[src/rtl/seg7_scan_driver_if.sv]
// Signal bundle between a hex datapath and the multiplexed 7-segment scan driver.
// The master side drives the value/strobe inputs; the slave side is the driver itself.
interface seg7_scan_driver_if #(
  parameter int DIGITS = 4
);
  logic                  load_i;
  logic [4*DIGITS-1:0]   value_i;
  logic [DIGITS-1:0]     dp_i;
  logic [DIGITS-1:0]     blank_i;
  logic [DIGITS-1:0]     blink_en_i;
  logic                  lz_blank_i;
  logic [6:0]            segments_o;
  logic                  seg_dp_o;
  logic [DIGITS-1:0]     digit_en_o;
  logic                  frame_tick_o;

  modport master (
    output load_i, value_i, dp_i, blank_i, blink_en_i, lz_blank_i,
    input  segments_o, seg_dp_o, digit_en_o, frame_tick_o
  );

  modport slave (
    input  load_i, value_i, dp_i, blank_i, blink_en_i, lz_blank_i,
    output segments_o, seg_dp_o, digit_en_o, frame_tick_o
  );
endinterface

[src/rtl/seg7_scan_driver.sv]
// Multiplexed N-digit hex 7-segment driver: shadowed value/dp/blank/blink, programmable
// slot rate with dead-time, blinking and leading-zero suppression; all outputs registered.
module seg7_scan_driver #(
  parameter int DIGITS         = 4,
  parameter int REFRESH_DIV    = 50000,
  parameter int DEAD           = 16,
  parameter int BLINK_FRAMES   = 64,
  parameter int SEG_ACTIVE_LOW = 0,
  parameter int DIG_ACTIVE_LOW = 0
) (
  input  logic               clk,
  input  logic               rst,
  seg7_scan_driver_if.slave  bus
);
  localparam int PW = (REFRESH_DIV > 1) ? $clog2(REFRESH_DIV) : 1;
  localparam int IW = (DIGITS > 1) ? $clog2(DIGITS) : 1;
  localparam int BW = (BLINK_FRAMES > 1) ? $clog2(BLINK_FRAMES) : 1;

  localparam logic              SEG_INV = (SEG_ACTIVE_LOW != 0);
  localparam logic              DIG_INV = (DIG_ACTIVE_LOW != 0);
  localparam logic [6:0]        SEG_OFF = {7{SEG_INV}};
  localparam logic [DIGITS-1:0] DIG_OFF = {DIGITS{DIG_INV}};

  logic [PW-1:0]          presc_q, presc_d;
  logic [IW-1:0]          idx_q, idx_d;
  logic [BW-1:0]          bcnt_q, bcnt_d;
  logic                   phase_q, phase_d;
  logic [4*DIGITS-1:0]    val_q, val_d;
  logic [DIGITS-1:0]      dp_q, dp_d;
  logic [DIGITS-1:0]      blank_q, blank_d;
  logic [DIGITS-1:0]      blink_q, blink_d;
  logic [6:0]             seg_q, seg_d;
  logic                   sdp_q, sdp_d;
  logic [DIGITS-1:0]      en_q, en_d;
  logic                   ft_q, ft_d;

  logic                   slot_end, frame_end;
  logic [3:0]             nib_arr [DIGITS];
  logic [DIGITS-1:0]      upper_zero;
  logic [3:0]             cur_nib;
  logic                   cur_dp, cur_blank, cur_blink, cur_uz, dark;
  logic [DIGITS-1:0]      onehot;

  function automatic logic [6:0] hex7(input logic [3:0] n);
    logic [6:0] s;
    case (n)
      4'h0: s = 7'b0111111;
      4'h1: s = 7'b0000110;
      4'h2: s = 7'b1011011;
      4'h3: s = 7'b1001111;
      4'h4: s = 7'b1100110;
      4'h5: s = 7'b1101101;
      4'h6: s = 7'b1111101;
      4'h7: s = 7'b0000111;
      4'h8: s = 7'b1111111;
      4'h9: s = 7'b1101111;
      4'hA: s = 7'b1110111;
      4'hB: s = 7'b1111100;
      4'hC: s = 7'b0111001;
      4'hD: s = 7'b1011110;
      4'hE: s = 7'b1111011;
      default: s = 7'b1110001;
    endcase
    return s;
  endfunction

  // upper_zero[i]: every nibble from digit i up to the most significant one is zero
  for (genvar gi = 0; gi < DIGITS; gi++) begin : g_digit
    assign nib_arr[gi]    = val_q[4*gi +: 4];
    assign upper_zero[gi] = (val_q[4*DIGITS-1:4*gi] == '0);
  end

  always_comb begin
    slot_end  = (presc_q == PW'(REFRESH_DIV - 1));
    frame_end = slot_end && (idx_q == IW'(DIGITS - 1));

    presc_d = slot_end ? '0 : presc_q + PW'(1);
    idx_d   = idx_q;
    if (slot_end) begin
      idx_d = (idx_q == IW'(DIGITS - 1)) ? '0 : idx_q + IW'(1);
    end

    bcnt_d  = bcnt_q;
    phase_d = phase_q;
    if (frame_end) begin
      if (bcnt_q == BW'(BLINK_FRAMES - 1)) begin
        bcnt_d  = '0;
        phase_d = ~phase_q;
      end else begin
        bcnt_d = bcnt_q + BW'(1);
      end
    end

    val_d   = val_q;
    dp_d    = dp_q;
    blank_d = blank_q;
    blink_d = blink_q;
    if (bus.load_i) begin
      val_d   = bus.value_i;
      dp_d    = bus.dp_i;
      blank_d = bus.blank_i;
      blink_d = bus.blink_en_i;
    end
  end

  always_comb begin
    cur_nib   = '0;
    cur_dp    = 1'b0;
    cur_blank = 1'b0;
    cur_blink = 1'b0;
    cur_uz    = 1'b0;
    onehot    = '0;
    for (int i = 0; i < DIGITS; i++) begin
      if (idx_q == IW'(i)) begin
        cur_nib   = nib_arr[i];
        cur_dp    = dp_q[i];
        cur_blank = blank_q[i];
        cur_blink = blink_q[i];
        cur_uz    = upper_zero[i];
        onehot[i] = 1'b1;
      end
    end

    // Digit 0 is never leading-zero blanked, so a zero value still shows "0"
    dark = cur_blank || (cur_blink && phase_q) ||
           (bus.lz_blank_i && (idx_q != '0) && cur_uz);

    seg_d = (dark ? 7'b0000000 : hex7(cur_nib)) ^ SEG_OFF;
    sdp_d = (cur_dp && !dark) ^ SEG_INV;
    en_d  = ((presc_q >= PW'(DEAD)) ? onehot : '0) ^ DIG_OFF;
    ft_d  = frame_end;
  end

  always_ff @(posedge clk or posedge rst) begin
    if (rst) begin
      presc_q <= '0;
      idx_q   <= '0;
      bcnt_q  <= '0;
      phase_q <= 1'b0;
      val_q   <= '0;
      dp_q    <= '0;
      blank_q <= '0;
      blink_q <= '0;
      seg_q   <= SEG_OFF;
      sdp_q   <= SEG_INV;
      en_q    <= DIG_OFF;
      ft_q    <= 1'b0;
    end else begin
      presc_q <= presc_d;
      idx_q   <= idx_d;
      bcnt_q  <= bcnt_d;
      phase_q <= phase_d;
      val_q   <= val_d;
      dp_q    <= dp_d;
      blank_q <= blank_d;
      blink_q <= blink_d;
      seg_q   <= seg_d;
      sdp_q   <= sdp_d;
      en_q    <= en_d;
      ft_q    <= ft_d;
    end
  end

  assign bus.segments_o   = seg_q;
  assign bus.seg_dp_o     = sdp_q;
  assign bus.digit_en_o   = en_q;
  assign bus.frame_tick_o = ft_q;
endmodule

[src/flat_wrapper.sv]
// flat-port wrapper written by rule: the top's interface ports become plain ports
module seg7_scan_driver_flat 
#(
  parameter int DIGITS         = 4,
  parameter int REFRESH_DIV    = 50000,
  parameter int DEAD           = 16,
  parameter int BLINK_FRAMES   = 64,
  parameter int SEG_ACTIVE_LOW = 0,
  parameter int DIG_ACTIVE_LOW = 0
)
  (clk, rst, bus_load_i, bus_value_i, bus_dp_i, bus_blank_i, bus_blink_en_i, bus_lz_blank_i, bus_segments_o, bus_seg_dp_o, bus_digit_en_o, bus_frame_tick_o);
  seg7_scan_driver_if #(.DIGITS(DIGITS)) bus_i ();
  input  logic clk;
  input  logic rst;
  input wire logic [$bits(bus_i.load_i)-1:0] bus_load_i;
  input wire logic [$bits(bus_i.value_i)-1:0] bus_value_i;
  input wire logic [$bits(bus_i.dp_i)-1:0] bus_dp_i;
  input wire logic [$bits(bus_i.blank_i)-1:0] bus_blank_i;
  input wire logic [$bits(bus_i.blink_en_i)-1:0] bus_blink_en_i;
  input wire logic [$bits(bus_i.lz_blank_i)-1:0] bus_lz_blank_i;
  output wire logic [$bits(bus_i.segments_o)-1:0] bus_segments_o;
  output wire logic [$bits(bus_i.seg_dp_o)-1:0] bus_seg_dp_o;
  output wire logic [$bits(bus_i.digit_en_o)-1:0] bus_digit_en_o;
  output wire logic [$bits(bus_i.frame_tick_o)-1:0] bus_frame_tick_o;
  assign bus_i.load_i = bus_load_i;
  assign bus_i.value_i = bus_value_i;
  assign bus_i.dp_i = bus_dp_i;
  assign bus_i.blank_i = bus_blank_i;
  assign bus_i.blink_en_i = bus_blink_en_i;
  assign bus_i.lz_blank_i = bus_lz_blank_i;
  assign bus_segments_o = bus_i.segments_o;
  assign bus_seg_dp_o = bus_i.seg_dp_o;
  assign bus_digit_en_o = bus_i.digit_en_o;
  assign bus_frame_tick_o = bus_i.frame_tick_o;
  seg7_scan_driver #(.DIGITS(DIGITS), .REFRESH_DIV(REFRESH_DIV), .DEAD(DEAD), .BLINK_FRAMES(BLINK_FRAMES), .SEG_ACTIVE_LOW(SEG_ACTIVE_LOW), .DIG_ACTIVE_LOW(DIG_ACTIVE_LOW)) u_core (.clk(clk), .rst(rst), .bus(bus_i));
endmodule
[config.mk]
export PLATFORM = sky130hd
export DESIGN_NAME = seg7_scan_driver_flat
export DESIGN_NICKNAME = d
export VERILOG_FILES = /design/src/rtl/seg7_scan_driver_if.sv /design/src/rtl/seg7_scan_driver.sv /design/src/flat_wrapper.sv
export SDC_FILE = /design/constraint.sdc
export NUM_CORES = 1
export LEC_CHECK = 0
export ABC_AREA = 1
export CAP_MARGIN = 10
export CORE_ASPECT_RATIO = 1.1
export CORE_UTILIZATION = 30
export DETAILED_ROUTE_END_ITERATION = 16
export GPL_ROUTABILITY_DRIVEN = 1
export HOLD_SLACK_MARGIN = 0.03
export PLACE_DENSITY = 0.48
export SYNTH_ARGS = -nofsm -noshare
export SYNTH_HDL_FRONTEND = slang
export SYNTH_SLANG_ARGS = --single-unit
[constraint.sdc]
create_clock -name clk -period 3.3 [get_ports clk]
set_input_delay 0.33 -clock clk [delete_from_list [all_inputs] [get_ports clk]]
set_output_delay 0.33 -clock clk [all_outputs]
set_load 0.02 [all_outputs]
==> results.py, run 1 <==
metrics = {
    "timing": {
        "fmax_ghz": 0.402,
        "fin_crit_sh": 0.754,
        "hold_viol": 0,
        "finClkSkew_ns": 0.00525,
        "fin_setup_tns_ns": 0,
        "layout_min_cycle_time_ns": 2.49,
        "rsz0062_at_grt": "false",
        "hold-worst-slack_ns": 0.431,
        "drv_slew": 0,
        "slew-limit-headroom": 0.503,
        "setup_viol": 0,
        "tightest_slew_ns": 0.743,
    },
    "global_routing": {
        "grt_pass1_wl_um": 13400,
        "overflow": 0,
        "grt_pass1_vias": 2753,
        "antenna_found_initial": 0,
        "grt_max_degree": 33,
        "grt_usage": 0.141,
    },
    "worst_setup_path": {
        "cp_max_fo": 11,
        "crit_end": "u_core.bus.segments_o[3]$_DFF_PP0_",
        "endpoint_kind": "register",
        "worstPathRequired_ns": 3.50,
        "crit_path_cell_trace": "inv_1, ha_1, inv_1, nand3_1, nand2_1, a21oi_1, inv_1, ha_1, nand3_1, nand2_1, nand2_1, nand2_1, nor2_1",
        "r2r-start": "u_core.idx_q[1]$_DFFE_PP0N_",
        "setup.worst_path.start_class": "register",
        "crit_arrival_ns": 2.69,
        "crit_cells": 13,
        "cp_slowest_cell": "dfrtp_1",
        "crit_start": "u_core.idx_q[1]$_DFFE_PP0N_",
        "r2r_slack_ns": 0.81,
        "worstRegToRegCells": 13,
        "crit_path_frequent_cell": "nand2_1",
        "rr_endpoint": "u_core.bus.segments_o[3]$_DFF_PP0_",
        "crit_type": "reg2reg",
        "critPathBufInv": 3,
        "path_delay_family": "adder cells",
        "max_stage_delay_ns": 0.40,
    },
    "clock_network": {
        "htreeDepth": 3,
        "clockBufferDepth": 2,
        "cts_tree": "built",
        "clock_latency_ns": 0.33,
        "clkSlewWorstSetupHoldPaths_ns": 0.05,
        "cts_hold_buf": 0,
        "cts_resized": 0,
        "clock_sinks": 66,
        "cts_made_buffers": 9,
        "cts_setup_buffers": 0,
        "clock-root-buffer": "clkbuf_16",
    },
    "synthesis": {
        "synth_cells": 413,
        "syn_area_um2": 3540,
        "yosysWarningCount": 0,
        "synth_top_area_frac": 0.467,
        "synth-seq-cells": 66,
        "synth-edff-count": 0,
        "async_flop_share": 1.00,
        "postSynthAreaPerCell_um2": 8.57,
        "yosysUniqueCellTypes": 39,
        "synthFlopType": "dfrtp_1",
        "synth_most_common_cell": "nand2_1",
        "yosys-top-cells-area": "dfrtp_1 47%, nand2_1 11%, inv_1 5.3%",
        "yosys.area.top_type": "dfrtp_1",
        "ys_top_cells_by_count": "107 x nand2_1, 66 x dfrtp_1, 50 x inv_1",
        "syn-num-nets": 458,
        "seq_area_frac_synth": 0.467,
    },
    "floorplan": {
        "fp.dieH_um": 116,
        "io_pins": 45,
        "die_w_um": 106,
        "dieArea_um2": 12200,
        "core_um2": 11500,
        "start_util": 0.308,
        "rows": 41,
    },
    "placement": {
        "dp_hpwl_um": 5920,
        "gp_congestion": 0.870,
        "port_buffers": 44,
    },
    "job": {
        "maxCapViolCount": 0,
    },
    "pwr": {
        "cellPowerDensity_nw_per_um2": 473,
        "peakVddDrop_mv": 0.236,
        "power.leakage_uw": 0.00225,
    },
    "drt": {
        "via_count": 2770,
        "highest_layer": "met4",
        "vias_per_cell": 4.49,
        "detail-route-antenna-nets": 0,
        "route.detailed.drc": 0,
        "dr_wl_met2_um": 3510,
        "routed_wl_um": 7760,
        "wl_met3_um": 348,
        "wl_met1_um": 3810,
        "wl_per_cell_um": 12.6,
        "first_pass_iters": 4,
        "drtIter0Drc": 127,
    },
    "status": {
        "outcome": "completed",
    },
    "finish": {
        "drive_gt1_frac": 0.139,
        "antenna_cells": 0,
        "syn_to_final_growth_pct": 25.8,
        "nets": 508,
        "final_util": 0.387,
    },
    "min_path": {
        "min_path_type": "in2async",
    },
}
## per-layer routing
| metal | vias to the layer above | GRT usage |
|---|---|---|
| li1 | 1416 | - |
| met1 | 1302 | 0.184 |
| met2 | 47 | 0.219 |
| met3 | 5 | 0.0405 |
| met4 | 0 | 0.0611 |
| met5 | - | 0 |
## logic make-up after synthesis
group                      synth area share
muxes                                0.0414
AOI/OAI and AO/OA                    0.0675
adders and majority gates            0.0460
and+or+nand+nor                       0.277
buffers and inverters                0.0728
DFF                                   0.467
xor gates and xnor gates             0.0290
## stage by stage
step	cells	setup WS [ns]	power [µW]	instance area, µm²
after floorplan	413	1.25	1030	3540
after global placement	602	0.960	1140	4150
after detailed placement	602	0.837	1140	4150
after CTS	617	0.815	2150	4450
after global routing	617	0.568	2210	4450
final	617	0.813	2110	4450
## how the worst min path moves through the flow
stage,from,to,slack [ns],depth (start not counted)
after floorplan,bus_blank_i[2],u_core.blank_q[2]$_DFFE_PP0P_,0.45,2
after global placement,u_core.bcnt_q[5]$_DFFE_PP0P_,u_core.bcnt_q[5]$_DFFE_PP0P_,0.46,2
after detailed placement,u_core.bcnt_q[5]$_DFFE_PP0P_,u_core.bcnt_q[5]$_DFFE_PP0P_,0.48,2
after CTS,rst,u_core.val_q[15]$_DFFE_PP0P_,0.45,2
after global routing,u_core.presc_q[0]$_DFF_PP0_,u_core.presc_q[0]$_DFF_PP0_,0.50,1
final,rst,u_core.val_q[15]$_DFFE_PP0P_,0.43,2
## cells in the final DEF, fill, tap and decap left out, types with 4 or more instances in the layout
| cell type | synthesis | routed |
|---|---|---|
| a21oi_1 | 14 | 14 |
| clkbuf_16 | 0 | 9 |
| clkdlybuf4s50_1 | 0 | 44 |
| dfrtp_1 | 66 | 66 |
| ha_1 | 13 | 13 |
| inv_1 | 50 | 49 |
| inv_2 | 7 | 8 |
| mux2_2 | 13 | 13 |
| nand2_1 | 107 | 107 |
| nand2_4 | 6 | 6 |
| nand3_1 | 31 | 31 |
| nand4_1 | 5 | 5 |
| nor2_1 | 27 | 27 |
| nor3_1 | 4 | 4 |
| nor3_2 | 4 | 4 |
| o21ai_0 | 23 | 23 |
| xor2_1 | 7 | 7 |
## layout make-up
type                       instances  area, µm²
inverter                          58        218
clock inverter                     3       65.1
fill                            1196       7040
tap                              150        188
clock buffer                      12        236
timing repair buffer              47        463
multi-input combinational        281       1630
sequential                        66       1650
## sequential cells by signal, indices dropped and copies added, names as in the netlist
signal,flops
u_core.presc_q,16
u_core.val_q,16
u_core.bus.segments_o,7
u_core.bcnt_q,6
u_core.blank_q,4
u_core.blink_q,4
u_core.bus.digit_en_o,4
u_core.dp_q,4
u_core.idx_q,2
u_core.bus.frame_tick_o,1
u_core.bus.seg_dp_o,1
u_core.phase_q,1
## where the power goes
part	total, µW	switching [µW]	internal (µW)	leakage, µW
sequential	882	24.9	857	0.000833
clock	988	332	656	0.000147
combinational	237	127	111	0.00127
total	2110	484	1620	0.00225
Power figures use the tool's default switching activity.
==> run 2: changes to the inputs <==
- clock period: 3.3 -> 2.4 ns (I/O delays scaled with it)
==> results.py, run 2 (synthesis gave the netlist of run 1 again) <==
metrics = {
    "status": {
        "outcome": "completed",
    },
    "pwr": {
        "cellPowerDensity_nw_per_um2": 617,
        "report.power.total_uw": 2760,
        "power.leakage_uw": 0.00226,
        "peakVddDrop_mv": 0.315,
    },
    "clock_network": {
        "cts_tree": "built",
        "cts_resized": 0,
        "htreeDepth": 3,
        "cts_made_buffers": 9,
        "cts_hold_buf": 0,
        "clock_sinks": 66,
        "clkSlewWorstSetupHoldPaths_ns": 0.06,
        "cts_setup_buffers": 0,
        "clockBufferDepth": 2,
        "clock-root-buffer": "clkbuf_16",
        "clock_latency_ns": 0.33,
    },
    "finish": {
        "drive_gt1_frac": 0.157,
        "syn_to_final_growth_pct": 26.5,
        "nets": 512,
        "final_common_cell": "nand2_1",
        "mostFrequentLayoutCells": "107 x nand2_1, 66 x dfrtp_1, 49 x inv_1, 44 x clkdlybuf4s50_1, 31 x nand3_1",
        "antenna_cells": 0,
    },
    "worst_setup_path": {
        "cp_max_fo": 7,
        "r2r-start": "u_core.idx_q[1]$_DFFE_PP0N_",
        "crit_type": "reg2reg",
        "worstRegToRegCells": 13,
        "endpoint_kind": "register",
        "crit_arrival_ns": 2.35,
        "r2r_slack_ns": 0.26,
        "rr_endpoint": "u_core.bus.segments_o[3]$_DFF_PP0_",
        "worstPathRequired_ns": 2.61,
        "setup.worst_path.start_class": "register",
    },
    "global_routing": {
        "grt_pass1_vias": 2727,
        "grt_max_degree": 44,
        "grt_usage": 0.138,
        "overflow": 0,
        "antenna_found_initial": 0,
        "grt_pass1_wl_um": 13000,
    },
    "min_path": {
        "min_path_type": "in2async",
    },
    "timing": {
        "rsz0062_at_grt": "false",
        "drv_slew": 0,
        "slew-limit-headroom": 0.658,
        "fmax_ghz": 0.467,
        "finClkSkew_ns": 0.00777,
        "setup_viol": 0,
        "hold_viol": 0,
        "fin_crit_sh": 0.893,
        "tightest_slew_ns": 0.512,
        "fin_setup_tns_ns": 0,
        "layout_min_cycle_time_ns": 2.14,
    },
    "floorplan": {
        "rows": 41,
        "io_pins": 45,
        "core_um2": 11500,
        "die_w_um": 106,
        "dieArea_um2": 12200,
        "fp.dieH_um": 116,
        "start_util": 0.308,
    },
    "placement": {
        "gp_congestion": 0.847,
        "dp_hpwl_um": 5830,
        "port_buffers": 44,
    },
    "job": {
        "maxCapViolCount": 0,
    },
    "drt": {
        "detail-route-antenna-nets": 0,
        "routed_wl_um": 7700,
        "route.detailed.drc": 0,
        "vias_per_cell": 4.47,
        "wl_per_cell_um": 12.4,
        "via_count": 2781,
        "drtIter0Drc": 91,
        "first_pass_iters": 4,
    },
}
-- run 2: layout make-up --
class	count	area (µm²)
clock buffer	10	239
multi-input combinational	281	1630
clock inverter	6	42.5
sequential	66	1650
inverter	58	218
tap	150	188
fill	1187	7010
timing repair buffer	51	505
-- run 2: how the worst max path moves through the flow --
stage	endpoint	depth (start not counted)	start	slack (ns)
detailed placement	u_core.bus.segments_o[3]$_DFF_PP0_	13	u_core.idx_q[0]$_DFFE_PP0N_	0.19
CTS	u_core.bus.segments_o[3]$_DFF_PP0_	13	u_core.idx_q[0]$_DFFE_PP0N_	0.17
global route	u_core.bus.segments_o[3]$_DFF_PP0_	13	u_core.idx_q[0]$_DFFE_PP0N_	0.0006
finish	u_core.bus.segments_o[3]$_DFF_PP0_	13	u_core.idx_q[1]$_DFFE_PP0N_	0.26
floorplan	u_core.bus.segments_o[3]$_DFF_PP0_	13	u_core.idx_q[0]$_DFFE_PP0N_	0.35
global placement	u_core.bus.segments_o[6]$_DFF_PP0_	13	u_core.idx_q[0]$_DFFE_PP0N_	0.25
-- run 2: worst max-delay path, cell delays in order, from the launching register on --
cell and delay (ns):
dfrtp_1 0.40, inv_1 0.10, ha_1 0.29, inv_1 0.15, nand3_1 0.10, nand2_1 0.06, a21oi_1 0.17, buf_4 0.16
ha_1 0.23, nand3_1 0.14, nand2_1 0.08, nand2_1 0.05, nand2_1 0.06, nor2_1 0.04
-- run 2: per-layer routing --
| layer | track usage | part of all wire | vias up |
|---|---|---|---|
| li1 | - | - | 1417 |
| met1 | 0.179 | 0.49 | 1292 |
| met2 | 0.218 | 0.45 | 58 |
| met3 | 0.0343 | 0.034 | 14 |
| met4 | 0.0694 | 0.022 | 0 |
| met5 | 0 | 0 | - |
-- run 2: where the power goes --
group	internal, µW	switching (µW)
Clock	726	496
Sequential	1180	32.0
Combinational	156	176
-- run 2: through the flow --
step                hold WS (ns)  instances  cell area [µm²]  worst slack, ns  utilization
detailed placement         0.472        606             4190            0.191        0.365
global placement           0.465        606             4190            0.250        0.365
CTS                        0.283        622             4470            0.168        0.389
global route               0.327        622             4480         0.000558        0.390
floorplan                  0.361        413             3540            0.348            -
finish                     0.265        622             4480            0.258        0.390
==> run 3: changes to the inputs <==
- CAP_MARGIN: 10 -> not set
==> results of run 3 <==
Final layout, timing and power as in run 2 (identical DEF).
